## config.mk

```make
export PLATFORM = sky130hd
export DESIGN_NAME = display_multiplexado
export DESIGN_NICKNAME = d
export VERILOG_FILES = /design/src/rtl/display_pkg.sv /design/src/rtl/glyph_rom.sv /design/src/rtl/display_multiplexado.sv
export SDC_FILE = /design/constraint.sdc
export NUM_CORES = 1
export LEC_CHECK = 0
export CORE_AREA = 2 2 76 106
export CTS_CLUSTER_DIAMETER = 200
export CTS_CLUSTER_SIZE = 16
export DETAILED_ROUTE_END_ITERATION = 16
export DIE_AREA = 0 0 78 108
export HOLD_SLACK_MARGIN = 0.06
export PLACE_DENSITY = 0.7
export RECOVER_POWER = 100
export SETUP_SLACK_MARGIN = 0.1
export SYNTH_ARGS = -nofsm -noshare
export SYNTH_HDL_FRONTEND = slang
export SYNTH_HIERARCHICAL = 1
export SYNTH_SLANG_ARGS = --single-unit
export TNS_END_PERCENT = 5
```

## constraint.sdc

```tcl
create_clock -name clock -period 5.9 [get_ports clock]
set_input_delay 0.885 -clock clock [delete_from_list [all_inputs] [get_ports clock]]
set_output_delay 0.885 -clock clock [all_outputs]
set_load 0.02 [all_outputs]
```

## src/rtl/display_pkg.sv

```systemverilog
// Shared constants for the multiplexed seven-segment driver: glyph codes,
// code/segment widths and the active-high segment table ({a,b,c,d,e,f,g}).
package display_pkg;

    localparam int unsigned CODE_W = 5;
    localparam int unsigned SEG_W  = 7;

    localparam logic [CODE_W-1:0] GLYPH_BLANK = 5'h10;
    localparam logic [CODE_W-1:0] GLYPH_C     = 5'h11;
    localparam logic [CODE_W-1:0] GLYPH_E     = 5'h12;
    localparam logic [CODE_W-1:0] GLYPH_L     = 5'h13;
    localparam logic [CODE_W-1:0] GLYPH_P     = 5'h14;
    localparam logic [CODE_W-1:0] GLYPH_DASH  = 5'h15;
    localparam logic [CODE_W-1:0] GLYPH_R     = 5'h16;
    localparam logic [CODE_W-1:0] GLYPH_O     = 5'h17;

    // Index = glyph code; 0x18..0x1F are reserved and render blank.
    localparam logic [SEG_W-1:0] SEG_TABLE [32] = '{
        7'h7E, 7'h30, 7'h6D, 7'h79, 7'h33, 7'h5B, 7'h5F, 7'h70,
        7'h7F, 7'h7B, 7'h77, 7'h1F, 7'h4E, 7'h3D, 7'h4F, 7'h47,
        7'h00, 7'h4E, 7'h4F, 7'h0E, 7'h67, 7'h01, 7'h05, 7'h1D,
        7'h00, 7'h00, 7'h00, 7'h00, 7'h00, 7'h00, 7'h00, 7'h00
    };

endpackage

```

## src/rtl/glyph_rom.sv

```systemverilog
// Combinational glyph code to active-high segment lookup.
module glyph_rom
    import display_pkg::*;
(
    input  logic [CODE_W-1:0] i_code,
    output logic [SEG_W-1:0]  o_seg_c
);

    assign o_seg_c = SEG_TABLE[i_code];

endmodule

```

## src/rtl/display_multiplexado.sv

```systemverilog
// Time-multiplexed N-digit seven-segment driver with frame-atomic code updates.
// Optional per-digit blinking is built when DISPLAY_BLINK_EN is defined.
module display_multiplexado
    import display_pkg::*;
#(
    parameter int unsigned N_DIGITS     = 4,
    parameter int unsigned PRESCALE     = 50000,
    parameter int unsigned BLINK_FRAMES = 64,
    parameter int unsigned ACTIVE_LOW   = 1
) (
    input  logic                       clock,
    input  logic                       reset_n,
    input  logic [CODE_W*N_DIGITS-1:0] codes,
    input  logic                       load,
    input  logic [N_DIGITS-1:0]        blink_mask,
    output logic [SEG_W-1:0]           seg,
    output logic [N_DIGITS-1:0]        an,
    output logic                       frame_done
);

    localparam int unsigned PCNT_W = $clog2(PRESCALE);
    localparam int unsigned IDX_W  = (N_DIGITS > 1) ? $clog2(N_DIGITS) : 1;
    localparam int unsigned BUF_W  = CODE_W * N_DIGITS;

    // Inactive levels double as XOR masks that apply the pin polarity.
    localparam logic [SEG_W-1:0]    SEG_OFF = {SEG_W{ACTIVE_LOW != 0}};
    localparam logic [N_DIGITS-1:0] AN_OFF  = {N_DIGITS{ACTIVE_LOW != 0}};

    logic [PCNT_W-1:0]   r_pcnt,       w_pcnt_nxt;
    logic [IDX_W-1:0]    r_idx,        w_idx_nxt;
    logic [BUF_W-1:0]    r_pending,    w_pending_nxt;
    logic [BUF_W-1:0]    r_active,     w_active_nxt;
    logic                r_pend_valid, w_pend_valid_nxt;
    logic [SEG_W-1:0]    r_seg,        w_seg_nxt;
    logic [N_DIGITS-1:0] r_an,         w_an_nxt;
    logic                r_frame_done;

    logic                w_tc;
    logic                w_wrap;
    logic                w_blank;
    logic [CODE_W-1:0]   w_code;
    logic [SEG_W-1:0]    w_seg_c;
    logic [N_DIGITS-1:0] w_onehot;

    assign w_tc     = (r_pcnt == PCNT_W'(PRESCALE - 1));
    assign w_wrap   = w_tc && (r_idx == IDX_W'(N_DIGITS - 1));
    assign w_code   = CODE_W'(r_active >> (CODE_W * r_idx));
    assign w_onehot = N_DIGITS'(1) << r_idx;

    glyph_rom u_glyph_rom (
        .i_code  (w_code),
        .o_seg_c (w_seg_c)
    );

    // Scan counters, double buffer and output stage next-state.
    always_comb begin
        w_pcnt_nxt       = w_tc ? '0 : r_pcnt + PCNT_W'(1);
        w_idx_nxt        = r_idx;
        w_pending_nxt    = r_pending;
        w_active_nxt     = r_active;
        w_pend_valid_nxt = r_pend_valid;

        if (w_tc) begin
            w_idx_nxt = w_wrap ? '0 : r_idx + IDX_W'(1);
        end

        // A load landing on the boundary bypasses pending entirely.
        if (load && w_wrap) begin
            w_active_nxt     = codes;
            w_pend_valid_nxt = 1'b0;
        end else if (load) begin
            w_pending_nxt    = codes;
            w_pend_valid_nxt = 1'b1;
        end else if (w_wrap && r_pend_valid) begin
            w_active_nxt     = r_pending;
            w_pend_valid_nxt = 1'b0;
        end

        w_seg_nxt = w_blank ? SEG_OFF : (w_seg_c ^ SEG_OFF);
        w_an_nxt  = w_onehot ^ AN_OFF;
    end

    always_ff @(posedge clock or negedge reset_n) begin
        if (!reset_n) begin
            r_pcnt       <= '0;
            r_idx        <= '0;
            r_pending    <= {N_DIGITS{GLYPH_BLANK}};
            r_active     <= {N_DIGITS{GLYPH_BLANK}};
            r_pend_valid <= 1'b0;
            r_seg        <= SEG_OFF;
            r_an         <= AN_OFF;
            r_frame_done <= 1'b0;
        end else begin
            r_pcnt       <= w_pcnt_nxt;
            r_idx        <= w_idx_nxt;
            r_pending    <= w_pending_nxt;
            r_active     <= w_active_nxt;
            r_pend_valid <= w_pend_valid_nxt;
            r_seg        <= w_seg_nxt;
            r_an         <= w_an_nxt;
            r_frame_done <= w_wrap;
        end
    end

`ifdef DISPLAY_BLINK_EN
    localparam int unsigned FCNT_W = $clog2(BLINK_FRAMES) + 1;

    logic [FCNT_W-1:0] r_fcnt,  w_fcnt_nxt;
    logic              r_phase, w_phase_nxt;

    // Blink phase flips once every BLINK_FRAMES frame boundaries.
    always_comb begin
        w_fcnt_nxt  = r_fcnt;
        w_phase_nxt = r_phase;
        if (w_wrap) begin
            if (r_fcnt == FCNT_W'(BLINK_FRAMES - 1)) begin
                w_fcnt_nxt  = '0;
                w_phase_nxt = ~r_phase;
            end else begin
                w_fcnt_nxt = r_fcnt + FCNT_W'(1);
            end
        end
    end

    always_ff @(posedge clock or negedge reset_n) begin
        if (!reset_n) begin
            r_fcnt  <= '0;
            r_phase <= 1'b0;
        end else begin
            r_fcnt  <= w_fcnt_nxt;
            r_phase <= w_phase_nxt;
        end
    end

    assign w_blank = r_phase & blink_mask[r_idx];
`else
    logic w_unused_blink;

    assign w_blank        = 1'b0;
    assign w_unused_blink = ^blink_mask;
`endif

    assign seg        = r_seg;
    assign an         = r_an;
    assign frame_done = r_frame_done;

endmodule

```

==> impl_metrics.yaml, run 1 <==
run_status:
  status: "finished, final reports clean"
global_route:
  grt_pass1_vias: 2614
  grt_usage_pct: 18.9
  grt_max_degree: 72
  grt_overflow: 0
  antenna_found_initial: 0
  grt_pass1_wl_um: 12500
clock_tree:
  cts_setup_buffers: 0
  clk_pin_slew_ns: 0.08
  cts_tree: "built"
  cts_hold_repair.buffers: 0
  clkLatencyLatePin_ns: 0.35
  h-tree-depth: 3
  clock_sinks: 71
  cts_buffer_depth: 2
  cts-buffers-inserted: 9
  post_cts_resize_count: 0
  cts-root-buf: "clkbuf_8"
route:
  ant_nets: 0
  drc: 0
  vias: 2623
  wl_per_cell_um: 15.6
  dr.pass1.iters: 5
  vias_per_cell: 5.68
  dr.first_iter.drc_count: 228
  wl_um: 7220
timing:
  timing.final.crit_share_pct: 56.5
  finalSetupViolations: 0
  worstMarginPinSlew_ns: 1.06
  final_max_slew_viol_count: 0
  fin_crit_ns: 3.34
  relSlewSlack_pct: 29.3
  tns_ns: 0
  fmax_ghz: 0.300
  timing.final.ws_setup_ns: 2.56
  hold_ws_ns: 0.492
  hold_viol: 0
  rsz0062_at_grt: "false"
  skew_ns: 0.00861
pwr:
  p_leak_nw: 1.64
  power.density_nw_per_um2: 229
  fin_total_pwr_mw: 0.961
  vdd_drop_max_v: 0.000160
finish:
  fill_cells: 638
  multi_input_area_um2: 1630
  area_growth_pct: 15.5
  drive_gt1_share_pct: 12.3
  register_area_um2: 1800
  nets: 399
  diodes: 0
  post-route-util_pct: 56.8
  fin_area_um2: 4210
  final_cells: 462
synthesis:
  yosysSeqAreaShare_pct: 49.4
  synth_mux_area_share_pct: 10.1
  syn_inst: 331
  synth.net_count: 370
  syn_area_um2: 3640
  synthXorXnorAreaFrac_pct: 3.13
  synth_edf_count: 0
  ys_ff_latch: 71
  synth_cell_types: 50
  synth_top_family_by_area: "simple AND/OR/NAND/NOR gates"
  yosys.area_share.simple_pct: 18.6
  yosys_most_used_dff: "dfrtp_1"
  ys_warn_count: 6
  synth_fa_ha_area_share_pct: 4.12
  synthArstFlopShare_pct: 100
  postSynthAreaPerCell_um2: 11.0
  synth_compound_area_share_pct: 9.58
critical_path:
  end_kind: "flop"
  worstSetupPathType: "reg2reg"
  cp_data_required_time_ns: 6.12
  r2r_end: "r_pending[6]$_DFFE_PN0P_"
  r2r_slack_ns: 2.56
  reg2reg_from: "r_pcnt[4]$_DFF_PN0_"
  critPathArrivalTime_ns: 3.56
  reg2reg_depth: 5
  path_max_fanout: 63
  worstSetupStartpointType: "flop"
die:
  die_h_um: 108
  fp-row-count: 37
  ioPinCount: 39
  dieArea_um2: 8420
  die_w_um: 78
  core-area_um2: 7410
  initial_utilization_pct: 49.2
placed_design:
  dp.cells: 446
  dpl-instance-area_um2: 4030
  gp_congestion: 0.774
  pre_cts_slack_ns: 2.40
  io_buffers: 34
  hpwlAfterDp_um: 4680
run:
  drv_cap: 0
min_path:
  whs_endpoint: "r_pcnt[0]$_DFF_PN0_"
  hold_class: "reg2reg"
  hp-start: "r_pcnt[0]$_DFF_PN0_"
  holdPathStages: 1
cells by family after synthesis:
family / Yosys count
XOR/XNOR: 13
adder cells (fa/ha/maj): 12
multiplexers: 28
AO/OA/AOI/OAI: 46
flip-flops: 71
buffers and inverters: 41
AND/OR/NAND/NOR: 120
power by group:
group	switching [mW]	internal (mW)	leakage, nW	total [mW]
sequential	0.00733	0.503	0.786	0.510
combinational	0.0239	0.0222	0.740	0.0461
clock	0.176	0.229	0.109	0.405
total	0.207	0.754	1.64	0.961
worst max path at each step:
stage,endpoint,startpoint,cells past startpoint
after floorplan,seg[1]$_DFF_PN1_,r_idx[0]$_DFFE_PN0N_,7
after global placement,r_pending[18]$_DFFE_PN0P_,load,3
after detailed placement,r_pending[2]$_DFFE_PN0P_,load,3
after CTS,r_pending[2]$_DFFE_PN0P_,r_pcnt[4]$_DFF_PN0_,5
after global routing,r_pending[6]$_DFFE_PN0P_,r_pcnt[4]$_DFF_PN0_,5
final,r_pending[6]$_DFFE_PN0P_,r_pcnt[4]$_DFF_PN0_,5
sequential cells by signal (all words and copies together), names as in the netlist:
| register | flops |
|---|---|
| r_active | 20 |
| an | 4 |
| r_pend_valid | 1 |
| frame_done | 1 |
| r_pcnt | 16 |
| seg | 7 |
| r_idx | 2 |
| r_pending | 20 |
placed cells by master (no fill, tap or decap), types with 5 or more instances in the layout:
cell / n
dfrtp_1: 52
nand3_1: 48
nand2b_1: 23
mux2_1: 20
a32oi_1: 20
clkdlybuf4s50_1: 20
inv_1: 19
dfstp_2: 19
nor2_1: 16
dlygate4sd3_1: 13
ha_1: 12
clkbuf_8: 12
xor2_1: 8
a21oi_1: 8
nand2_1: 7
nand4_1: 5
xnor2_1: 5
mux4_2: 5
o21ai_0: 5
cell usage after synthesis (2+ instances only):
cell type  count  area share [%]
a21oi_1        8             1.1
mux4_2         5             3.1
o311a_1        2            0.55
nor2_1        16             1.6
nand2b_1      23             4.0
clkbuf_1      15             1.5
nor2b_1        2            0.34
and2_1         2            0.34
nand3_1       48             6.6
o21ai_0        4            0.55
mux2_1        20             6.2
buf_4          2            0.41
and3_1         2            0.34
dfstp_2       19              14
o21ai_1        3            0.41
or4_1          2            0.41
inv_1         19             2.0
ha_1          12             4.1
xor2_1         8             1.9
or4bb_1        2            0.62
a32oi_1       20             4.8
xnor2_1        5             1.2
nand2_1        7            0.72
nor3_1         2            0.27
mux2i_1        3            0.82
nand4_1        5            0.86
dfrtp_1       52              36
layer usage:
| layer | GRT usage [%] | vias up | share of wire (%) |
|---|---|---|---|
| met5 | 0 | - | 0 |
| met4 | 7.89 | 0 | 1.9 |
| met3 | 3.92 | 14 | 3.6 |
| met2 | 31.1 | 57 | 50 |
| met1 | 24.4 | 1302 | 44 |
| li1 | - | 1250 | - |
critical path: stages (launching register included):
cell and delay, ns:
dfrtp_1 0.49, or4bb_1 0.56, nor4_1 0.33, buf_4 0.53
nand2b_1 0.89, mux2_1 0.39
final cells by class:
cell class,count,area share [%]
sequential,71,42.8
clock inverter,3,0.952
tap,97,2.89
clock buffer,13,4.02
timing repair buffer,39,8.69
multi-input combinational,219,38.9
inverter,20,1.79
Note: power is estimated with default switching activity, not from simulation.
==> run 2, diff against run 1 <==
==> constraint.sdc (replaced) <==
create_clock -name clock -period 3.3 [get_ports clock]
set_input_delay 0.495 -clock clock [delete_from_list [all_inputs] [get_ports clock]]
set_output_delay 0.495 -clock clock [all_outputs]
set_load 0.02 [all_outputs]
==> run 2 against run 1 <==
The run now ends with max-capacitance violations, max-slew violations left; maximum frequency increased by 30%; setup slack got worse by 1.8 ns; sequential share of layout area is 0.10 points lower; combinational power rose by 85%; count of clock-buffer cells in the layout stayed put; core utilization increased by 0.14 points; register-to-register slack got worse by 1.8 ns; total power is 77% higher.
==> impl_metrics.yaml, run 2 (same netlist as run 1, synthesis figures left out) <==
critical_path:
  crit_path_top_delay_cell: "or4bb_1"
  worstPathCellList: "or4bb_1 -> nor4_1 -> nand2b_1 -> clkbuf_2 -> mux2_1"
  path_max_fanout: 18
  worstSetupPathType: "reg2reg"
  cp_data_required_time_ns: 3.53
  critPathArrivalTime_ns: 2.79
  end_kind: "flop"
  worstSetupStartpointType: "flop"
  max_stage_delay_ns: 0.55
route:
  dr.first_iter.drc_count: 179
  ant_nets: 0
  vias: 2636
  drc: 0
  wl_um: 7090
  wl_per_cell_um: 15.3
  vias_per_cell: 5.67
  dr.pass1.iters: 4
placed_design:
  gp_congestion: 0.766
  io_buffers: 34
  hpwlAfterDp_um: 4640
  pre_cts_slack_ns: 0.906
run_status:
  status: "finished, violations left"
  violations: "max-capacitance violations, max-slew violations"
global_route:
  antenna_found_initial: 0
  grt_max_degree: 66
  grt_pass1_wl_um: 12500
  grt_pass1_vias: 2648
  grt_overflow: 0
  grt_usage_pct: 19.0
finish:
  top_regs: "r_active x20, r_pending x20, r_pcnt x16"
  fill_cells: 650
  post-route-util_pct: 56.9
  nets: 402
  diodes: 0
  final_cell_mix: "dfrtp_1 (52), nand3_1 (48), nand2b_1 (23)"
  drive_gt1_share_pct: 12.2
  multi_input_area_um2: 1630
  final_common_cell: "dfrtp_1"
  area_growth_pct: 15.7
  register_area_um2: 1800
die:
  initial_utilization_pct: 49.2
  dieArea_um2: 8420
  die_h_um: 108
  core-area_um2: 7410
  ioPinCount: 39
  die_w_um: 78
  fp-row-count: 37
clock_tree:
  cts-buffers-inserted: 9
  clkLatencyLatePin_ns: 0.35
  h-tree-depth: 3
  clock_sinks: 71
  cts_setup_buffers: 0
  clk_pin_slew_ns: 0.07
  cts-root-buf: "clkbuf_8"
  cts_tree: "built"
  cts_buffer_depth: 2
timing:
  fin_crit_ns: 2.56
  relSlewSlack_pct: -4.16
  rsz0062_at_grt: "false"
  skew_ns: 0.0103
  hold_viol: 0
  tns_ns: 0
  final_max_slew_viol_count: 66
  timing.final.ws_setup_ns: 0.738
  finalSetupViolations: 0
  worstMarginPinSlew_ns: 1.56
  fmax_ghz: 0.390
  timing.final.crit_share_pct: 77.6
pwr:
  power.density_nw_per_um2: 404
  p_leak_nw: 1.64
  fin_total_pwr_mw: 1.70
  vdd_drop_max_v: 0.000197
min_path:
  hold_class: "reg2reg"
run:
  drv_cap: 1
## run 2: power by group
| part | total [mW] | internal [mW] | switching [mW] |
|---|---|---|---|
| clock network | 0.704 | 0.390 | 0.315 |
| registers | 0.912 | 0.899 | 0.0130 |
| logic | 0.0853 | 0.0415 | 0.0437 |
## run 2: area by class of cell
type	instances	share of cell area [%]
Sequential cell	71	42.7
Multi-Input combinational cell	219	38.6
Timing Repair Buffer	42	9.20
Clock buffer	13	3.77
Tap cell	97	2.88
Inverter	20	1.78
Clock inverter	3	1.01
## run 2: through the flow
step	hold slack [ns]	std cells	cell area [um^2]
floorplan	0.199	331	3640
global placement	0.328	448	4040
detailed placement	0.335	448	4040
CTS	0.481	465	4250
global route	0.512	465	4220
finish	0.492	465	4220
## run 2: timing repair
item / 4_1_cts / 5_1_grt
resized for setup: 0 / 0
hold buffers: 1 / 0
setup endpoints to repair: 0 / 0
hold endpoints to repair: 3 / 0
## run 2: final timing paths
kind,slack [ns],cells past startpoint,start,to
worst min-delay path,0.49,1,r_pcnt[0]$_DFF_PN0_,r_pcnt[0]$_DFF_PN0_
worst min register to register,0.49,1,r_pcnt[0]$_DFF_PN0_,r_pcnt[0]$_DFF_PN0_
max in group asynchronous,0.93,3,reset_n,r_pcnt[8]$_DFF_PN0_
min in group asynchronous,0.54,2,reset_n,r_pending[1]$_DFFE_PN0P_
worst max-delay path,0.74,5,r_pcnt[4]$_DFF_PN0_,r_pending[1]$_DFFE_PN0P_
worst max register to register,0.74,5,r_pcnt[4]$_DFF_PN0_,r_pending[1]$_DFFE_PN0P_
## run 2: layer usage
metal	track usage, %	wire length, um	vias to the layer above
li1	-	-	1260
met1	24.2	3170	1310
met2	30.7	3480	53
met3	3.26	255	13
met4	10.9	185	0
met5	0	0	-
## run 2: worst max-delay path, delay by kind of cell (launching register included)
family | cells | cell delay, ns
flip-flops | 1 | 0.49
buffers and inverters | 1 | 0.48
multiplexers | 1 | 0.39
AND/OR/NAND/NOR | 3 | 1.09
